File: src/rtl/flash_arb_pkg.sv
// Shared state encoding, op codes and field widths for the flash request arbiter.
package flash_arb_pkg;

   typedef enum logic [2:0] {
      ST_IDLE,
      ST_ISSUE,
      ST_WAIT_START,
      ST_WAIT_END,
      ST_DONE
   } arb_state_t;

   localparam logic OP_READ  = 1'b0;
   localparam logic OP_WRITE = 1'b1;

   localparam int ADDR_W = 24;
   localparam int NBR_W  = 8;
   localparam int NBW_W  = 32;

endpackage

File: src/rtl/flash_req_arbiter_cs_quiet_detector.sv
// Watches CSbar: remembers the first fall since clear and flags the cycle that completes
// QUIET_CYC consecutive high samples after a fall (quiet is combinational on that last sample).
module cs_quiet_detector #(
   parameter int unsigned QUIET_CYC = 64
) (
   input  logic clk,
   input  logic rst,
   input  logic CSbar,
   input  logic clear,
   output logic seen_low,
   output logic quiet
);

   localparam int unsigned QW = (QUIET_CYC > 2) ? $clog2(QUIET_CYC) : 1;
   localparam logic [QW-1:0] Q_LAST = QW'(QUIET_CYC - 1);

   logic [QW-1:0] quiet_cnt;
   logic          low_flag;

   always_ff @(posedge clk) begin
      if (!rst || clear) begin
         quiet_cnt <= '0;
         low_flag  <= 1'b0;
      end else if (!CSbar) begin
         quiet_cnt <= '0;
         low_flag  <= 1'b1;
      end else if (quiet_cnt != Q_LAST) begin
         quiet_cnt <= quiet_cnt + 1'b1;
      end
   end

   // A fall on the current sample counts immediately so WAIT_START reacts without a bubble.
   assign seen_low = low_flag | ~CSbar;
   assign quiet    = low_flag & CSbar & (quiet_cnt == Q_LAST);

endmodule

File: src/rtl/flash_req_arbiter.sv
// Round-robin share of the SPI flash path between R0/R1: ack one cycle after req, held reqs wait while busy,
// completion taken from CSbar quiet time. Macro FLASH_ARB_TIMEOUT_EN adds a busy watchdog (TIMEOUT cycles).
module flash_req_arbiter
   import flash_arb_pkg::*;
#(
   parameter int unsigned PULSE_LEN  = 4,
   parameter int unsigned START_WAIT = 256,
   parameter int unsigned QUIET_CYC  = 64,
   parameter int unsigned TIMEOUT    = 1048576
) (
   input  logic              clk,
   input  logic              rst,
   input  logic              r0_req,
   input  logic              r0_op,
   input  logic [ADDR_W-1:0] r0_addr,
   input  logic [NBR_W-1:0]  r0_nbr,
   input  logic [NBW_W-1:0]  r0_nbw,
   output logic              r0_ack,
   output logic              r0_done,
   output logic              r0_err,
   input  logic              r1_req,
   input  logic              r1_op,
   input  logic [ADDR_W-1:0] r1_addr,
   input  logic [NBR_W-1:0]  r1_nbr,
   input  logic [NBW_W-1:0]  r1_nbw,
   output logic              r1_ack,
   output logic              r1_done,
   output logic              r1_err,
   output logic              flash_read,
   output logic              flash_write,
   output logic [ADDR_W-1:0] flash_addr,
   output logic [NBR_W-1:0]  flash_nbr,
   output logic [NBW_W-1:0]  flash_nbw,
   input  logic              CSbar,
   output logic              direct_fifo,
   output logic              busy,
   output logic              owner
);

   localparam int unsigned SW = $clog2(START_WAIT);
   localparam logic [SW-1:0] PULSE_LAST = SW'(PULSE_LEN - 1);
   localparam logic [SW-1:0] START_LAST = SW'(START_WAIT - 1);

   arb_state_t    state, next_state;
   logic [SW-1:0] start_cnt;
   logic          seen_low, quiet, timeout;
   logic          grant, grant_idx, fin, fin_err, sel_op;

   cs_quiet_detector #(.QUIET_CYC(QUIET_CYC)) u_quiet (
      .clk      (clk),
      .rst      (rst),
      .CSbar    (CSbar),
      .clear    ((state == ST_IDLE) || (state == ST_DONE)),
      .seen_low (seen_low),
      .quiet    (quiet)
   );

`ifdef FLASH_ARB_TIMEOUT_EN
   localparam int unsigned WW = $clog2(TIMEOUT);
   localparam logic [WW-1:0] WD_LAST = WW'(TIMEOUT - 1);
   logic [WW-1:0] wd_cnt;

   always_ff @(posedge clk) begin
      if (!rst || state == ST_IDLE || state == ST_DONE) begin
         wd_cnt <= '0;
      end else if (wd_cnt != WD_LAST) begin
         wd_cnt <= wd_cnt + 1'b1;
      end
   end

   assign timeout = (wd_cnt == WD_LAST);
`else
   assign timeout = 1'b0;
`endif

   always_ff @(posedge clk) begin
      if (!rst) state <= ST_IDLE;
      else      state <= next_state;
   end

   always_comb begin
      next_state = state;
      grant      = 1'b0;
      grant_idx  = 1'b0;
      fin        = 1'b0;
      fin_err    = 1'b0;
      unique case (state)
         ST_IDLE: begin
            if (r0_req || r1_req) begin
               grant      = 1'b1;
               // On a tie the requester that did not hold the last grant wins.
               grant_idx  = (r0_req && r1_req) ? ~owner : r1_req;
               next_state = ST_ISSUE;
            end
         end
         ST_ISSUE: begin
            if (timeout) begin
               fin     = 1'b1;
               fin_err = 1'b1;
            end else if (start_cnt == PULSE_LAST) begin
               next_state = ST_WAIT_START;
            end
         end
         ST_WAIT_START: begin
            if (timeout || (!seen_low && start_cnt == START_LAST)) begin
               fin     = 1'b1;
               fin_err = 1'b1;
            end else if (seen_low) begin
               next_state = ST_WAIT_END;
            end
         end
         ST_WAIT_END: begin
            if (timeout) begin
               fin     = 1'b1;
               fin_err = 1'b1;
            end else if (quiet) begin
               fin = 1'b1;
            end
         end
         ST_DONE:  next_state = ST_IDLE;
         default:  next_state = ST_IDLE;
      endcase
      if (fin) next_state = ST_DONE;
   end

   assign sel_op = grant_idx ? r1_op : r0_op;

   always_ff @(posedge clk) begin
      if (!rst) begin
         owner       <= 1'b1;
         r0_ack      <= 1'b0;
         r1_ack      <= 1'b0;
         r0_done     <= 1'b0;
         r1_done     <= 1'b0;
         r0_err      <= 1'b0;
         r1_err      <= 1'b0;
         flash_read  <= 1'b0;
         flash_write <= 1'b0;
         flash_addr  <= '0;
         flash_nbr   <= '0;
         flash_nbw   <= '0;
         start_cnt   <= '0;
      end else begin
         r0_ack  <= grant & ~grant_idx;
         r1_ack  <= grant &  grant_idx;
         r0_done <= fin & ~owner;
         r1_done <= fin &  owner;
         r0_err  <= fin & fin_err & ~owner;
         r1_err  <= fin & fin_err &  owner;
         if (grant) begin
            owner       <= grant_idx;
            flash_addr  <= grant_idx ? r1_addr : r0_addr;
            flash_nbr   <= grant_idx ? r1_nbr  : r0_nbr;
            flash_nbw   <= grant_idx ? r1_nbw  : r0_nbw;
            flash_read  <= (sel_op == OP_READ);
            flash_write <= (sel_op == OP_WRITE);
            start_cnt   <= '0;
         end else begin
            // Strobes fall on any exit from ISSUE, including a watchdog abort.
            if (state == ST_ISSUE && next_state != ST_ISSUE) begin
               flash_read  <= 1'b0;
               flash_write <= 1'b0;
            end
            if (start_cnt != START_LAST) start_cnt <= start_cnt + 1'b1;
         end
      end
   end

   assign busy        = (state != ST_IDLE);
   assign direct_fifo = (state == ST_IDLE) || (state == ST_DONE);

endmodule

File: config.mk
export PLATFORM = sky130hd
export DESIGN_NAME = flash_req_arbiter
export DESIGN_NICKNAME = d
export VERILOG_FILES = /design/src/rtl/flash_arb_pkg.sv /design/src/rtl/flash_req_arbiter_cs_quiet_detector.sv /design/src/rtl/flash_req_arbiter.sv
export SDC_FILE = /design/constraint.sdc
export NUM_CORES = 1
export LEC_CHECK = 0
export ABC_AREA = 1
export CORE_ASPECT_RATIO = 1.2
export CORE_MARGIN = 4
export CORE_UTILIZATION = 50
export CTS_CLUSTER_SIZE = 12
export DETAILED_ROUTE_END_ITERATION = 6
export DONT_BUFFER_PORTS = 1
export PLACE_DENSITY = 0.63
export SYNTH_ARGS = -nofsm -noshare
export SYNTH_HDL_FRONTEND = slang
export SYNTH_SLANG_ARGS = --single-unit
export TNS_END_PERCENT = 5
File: constraint.sdc
create_clock -name clk -period 2 [get_ports clk]
set_input_delay 0.5 -clock clk [delete_from_list [all_inputs] [get_ports clk]]
set_output_delay 0.5 -clock clk [all_outputs]
set_load 0.05 [all_outputs]
==> flow_metrics.py <==
metrics = {
    "routing": {
        "route.antenna.remaining_nets": 0,
        "post_drt_via_cell_ratio": 5.34,
        "detail_route.wl_per_cell_um": 15.4,
        "route.final.wire_length_um": 9260,
        "firstDrtPassIters": 6,
        "drcViolationCount": 0,
        "detailroute.via_count": 3210,
        "first_iter_violations": 98,
    },
    "yosys": {
        "synth-compound-area-share_pct": 3.07,
        "syn_inst": 508,
        "synth_top_family_by_area": "simple AND/OR/NAND/NOR gates",
        "netlist_top_cells_area": "dfxtp_1 (48%), nand2_1 (21%), nand3_1 (9.3%)",
        "dominantRegCellSynth": "dfxtp_1",
        "synth_most_common_cell": "nand2_1",
        "ys.warnings.count": 0,
        "muxShareOfSynthArea_pct": 0,
        "syn_area_per_cell_um2": 7.45,
        "synth-edff-count": 0,
        "synth_simple_gate_area_share_pct": 40.6,
        "synth_xor_xnor_area_share_pct": 0.694,
        "synth-seq-area-share_pct": 48.1,
        "synthDominantAreaCellType": "dfxtp_1",
        "synth.top_cell.area_share_pct": 48.1,
        "syn-cell-area_mm2": 0.00379,
        "seq_cells_post_synth": 91,
        "ys_async_sr_fraction_pct": 0,
        "yosys-top-cells-count": "nand2_1 (210), dfxtp_1 (91), nand3_1 (70)",
        "synth.net_count": 645,
        "synthDistinctLibCells": 25,
        "yosys.area_share.adder_pct": 0.661,
    },
    "worst_hold_path": {
        "hold_path_class": "in2reg",
    },
    "critical_path": {
        "worst-endpoint-required_ns": 2.30,
        "crit_path_end_kind": "register",
        "dominant_delay_contributor_by_cell_family_on_the_critical_path": "simple AND/OR/NAND/NOR gates",
        "critPathMaxStageDelay_ns": 0.68,
        "timing_worst_setup_path_type": "reg2reg",
        "critical_path.slowest_cell": "nor2_2",
        "worstPathArrival_ns": 2.04,
        "cp_common_cell": "nand2_2",
        "cp_num_buf_inv": 1,
        "startpoint_type": "register",
        "cp_cell_sequence": "nor2_4, nand2_2, inv_2, nand2_4, nand2_2, nor2_2, nand2_1, nand3_1",
        "path_max_fanout": 16,
    },
    "sta": {
        "period_minus_slack_ns": 1.74,
        "slew_violations": 0,
        "clock_skew_ns": 0.0136,
        "timing.fmax_mhz": 574,
        "final_min_period_over_clock_period_pct": 87.1,
        "postLayoutSetupSlackWorst_ns": 0.258,
        "count_of_final_setup_violators": 0,
        "timing_hold_violations_final": 0,
        "slew-limit-headroom_pct": 44.6,
        "grt_setup_unrepaired": "no",
        "timing_worst_slew_pin_value_ns": 0.829,
    },
    "die": {
        "coreArea_mm2": 0.00732,
        "fp.dieW_um": 87.4,
        "die_y_um": 103,
        "io_pins": 210,
        "std_cell_rows": 34,
        "die-area_mm2": 0.00903,
        "initial_core_util_pct": 51.7,
    },
    "clock_network": {
        "clock_latency_ns": 0.35,
        "post_cts_resized": 0,
        "cts_setup_buffers": 0,
        "cts.clk_slew.worst_paths_ns": 0.09,
        "max-clock-path-buffers": 2,
        "cts-buffers-inserted": 9,
        "tritoncts": "built",
        "clkSinkCount": 91,
        "cts_hold_buf": 0,
        "htree_levels": 3,
        "clock-root-buffer": "clkbuf_8",
    },
    "placed_design": {
        "place_ws_ns": -0.0140,
        "detailed_place.area_mm2": 0.00383,
        "detailed_place_hpwl_um": 6820,
        "placed_cells": 586,
        "gp_routability_congestion": 0.780,
        "port_buffers": 0,
    },
    "cells_and_area": {
        "synthToLayoutAreaGrowth_pct": 8.06,
        "num_antenna_cells": 0,
        "design.final.nets": 645,
        "finish.instance_area_mm2": 0.00409,
        "layoutNonFillerInstCount": 601,
        "layout.filler_cells": 684,
        "fraction_of_layout_cells_with_a_size_suffix_above_1_pct": 11.0,
    },
    "global_route": {
        "groute.usage.overall_pct": 19.3,
        "gr-total-overflow": 0,
        "grt_pass1_wl_um": 13700,
        "largest_net_degree_at_the_start_of_global_routing": 48,
        "initial_antenna_violation_count": 0,
        "first_global_vias": 2906,
    },
    "power": {
        "ir_worst_vdd_uv": 665,
        "leakage_nw": 1.82,
        "pwr_density_cell_mw_per_mm2": 1140,
    },
    "run": {
        "max_cap_viol_count": 0,
    },
    "outcome": {
        "run_status": "finished clean",
    },
}
==> area by class of cell <==
class	count	area [um2]	area share [%]
inverter	24	90.1	2.20
sequential	91	1820	44.5
timing repair buffer	9	105	2.57
tap	90	113	2.75
clock buffer	9	124	3.03
clock inverter	5	128	3.12
multi-input combinational	373	1710	41.8
==> registers in the layout, indices dropped and copies added, names as in the netlist <==
register / cells
flash_nbw: 32
flash_addr: 24
flash_nbr: 8
start_cnt: 8
u_quiet.quiet_cnt: 6
state: 3
flash_read: 1
flash_write: 1
owner: 1
r0_ack: 1
r0_done: 1
r0_err: 1
r1_ack: 1
r1_done: 1
r1_err: 1
u_quiet.low_flag: 1
==> layout by cell type (no fill, tap or decap), drive strengths merged <==
master    instances
bufinv            4
nand2           224
buf               9
dfxtp            91
a21boi            1
clkbuf            9
nor2             33
inv              24
xnor2             1
nor3b             1
or2               2
o21ai             9
nor3              5
clkinvlp          1
a21oi             9
xor2              2
nand3            81
a31oi             3
ha                2
==> path summary, 6_finish.rpt <==
kind	slack (ns)	cells past startpoint	start	to
hold reg to reg	0.50	1	u_quiet.quiet_cnt[0]	u_quiet.quiet_cnt[0]
setup / recovery	0.26	8	state[1]	flash_nbr[4]
hold / removal	0.25	2	r0_nbw[26]	flash_nbw[26]
setup reg to reg	0.26	8	state[1]	flash_nbr[4]
==> routing by layer <==
layer  global-route usage, %  up-vias  part of all wire (%)
met4                    7.79        0                   1.6
met1                    22.5     1424                    38
met5                       0        -                     0
met3                    7.29       12                    11
met2                    32.0      168                    49
li1                        -     1606                     -
==> stage by stage <==
stage	TNS (ns)	hold slack (ns)	total power [W]	util, %
CTS	0	0.226	0.00471	55.8
finish	0	0.247	0.00467	55.9
detailed placement	-0.0175	0.478	0.00316	52.4
global route	0	0.223	0.00486	55.9
floorplan	0	0.447	0.00305	-
global placement	0	0.467	0.00315	52.4
==> worst register-to-register path: cells and delay by family (launching register included) <==
family | cells | cell delay (ns)
buffers and inverters | 1 | 0.05
flip-flops | 1 | 0.43
AND/OR/NAND/NOR | 7 | 1.23
==> report_power, final <==
part / internal [W] / leakage, nW / switching (W)
logic: 0.000148 / 0.954 / 0.000264
registers: 0.00199 / 0.749 / 0.000714
clock network: 0.000943 / 0.121 / 0.000606
==> cell families (layout without fill, tap and decap cells) <==
group                    count (synthesis)  count (layout)
AND/OR/NAND/NOR                        345             346
flip-flops                              91              91
buffers and inverters                   45              47
AO/OA/AOI/OAI                           22              22
XOR/XNOR                                 3               3
adder cells (fa/ha/maj)                  2               2
Power figures use the tool's default switching activity.
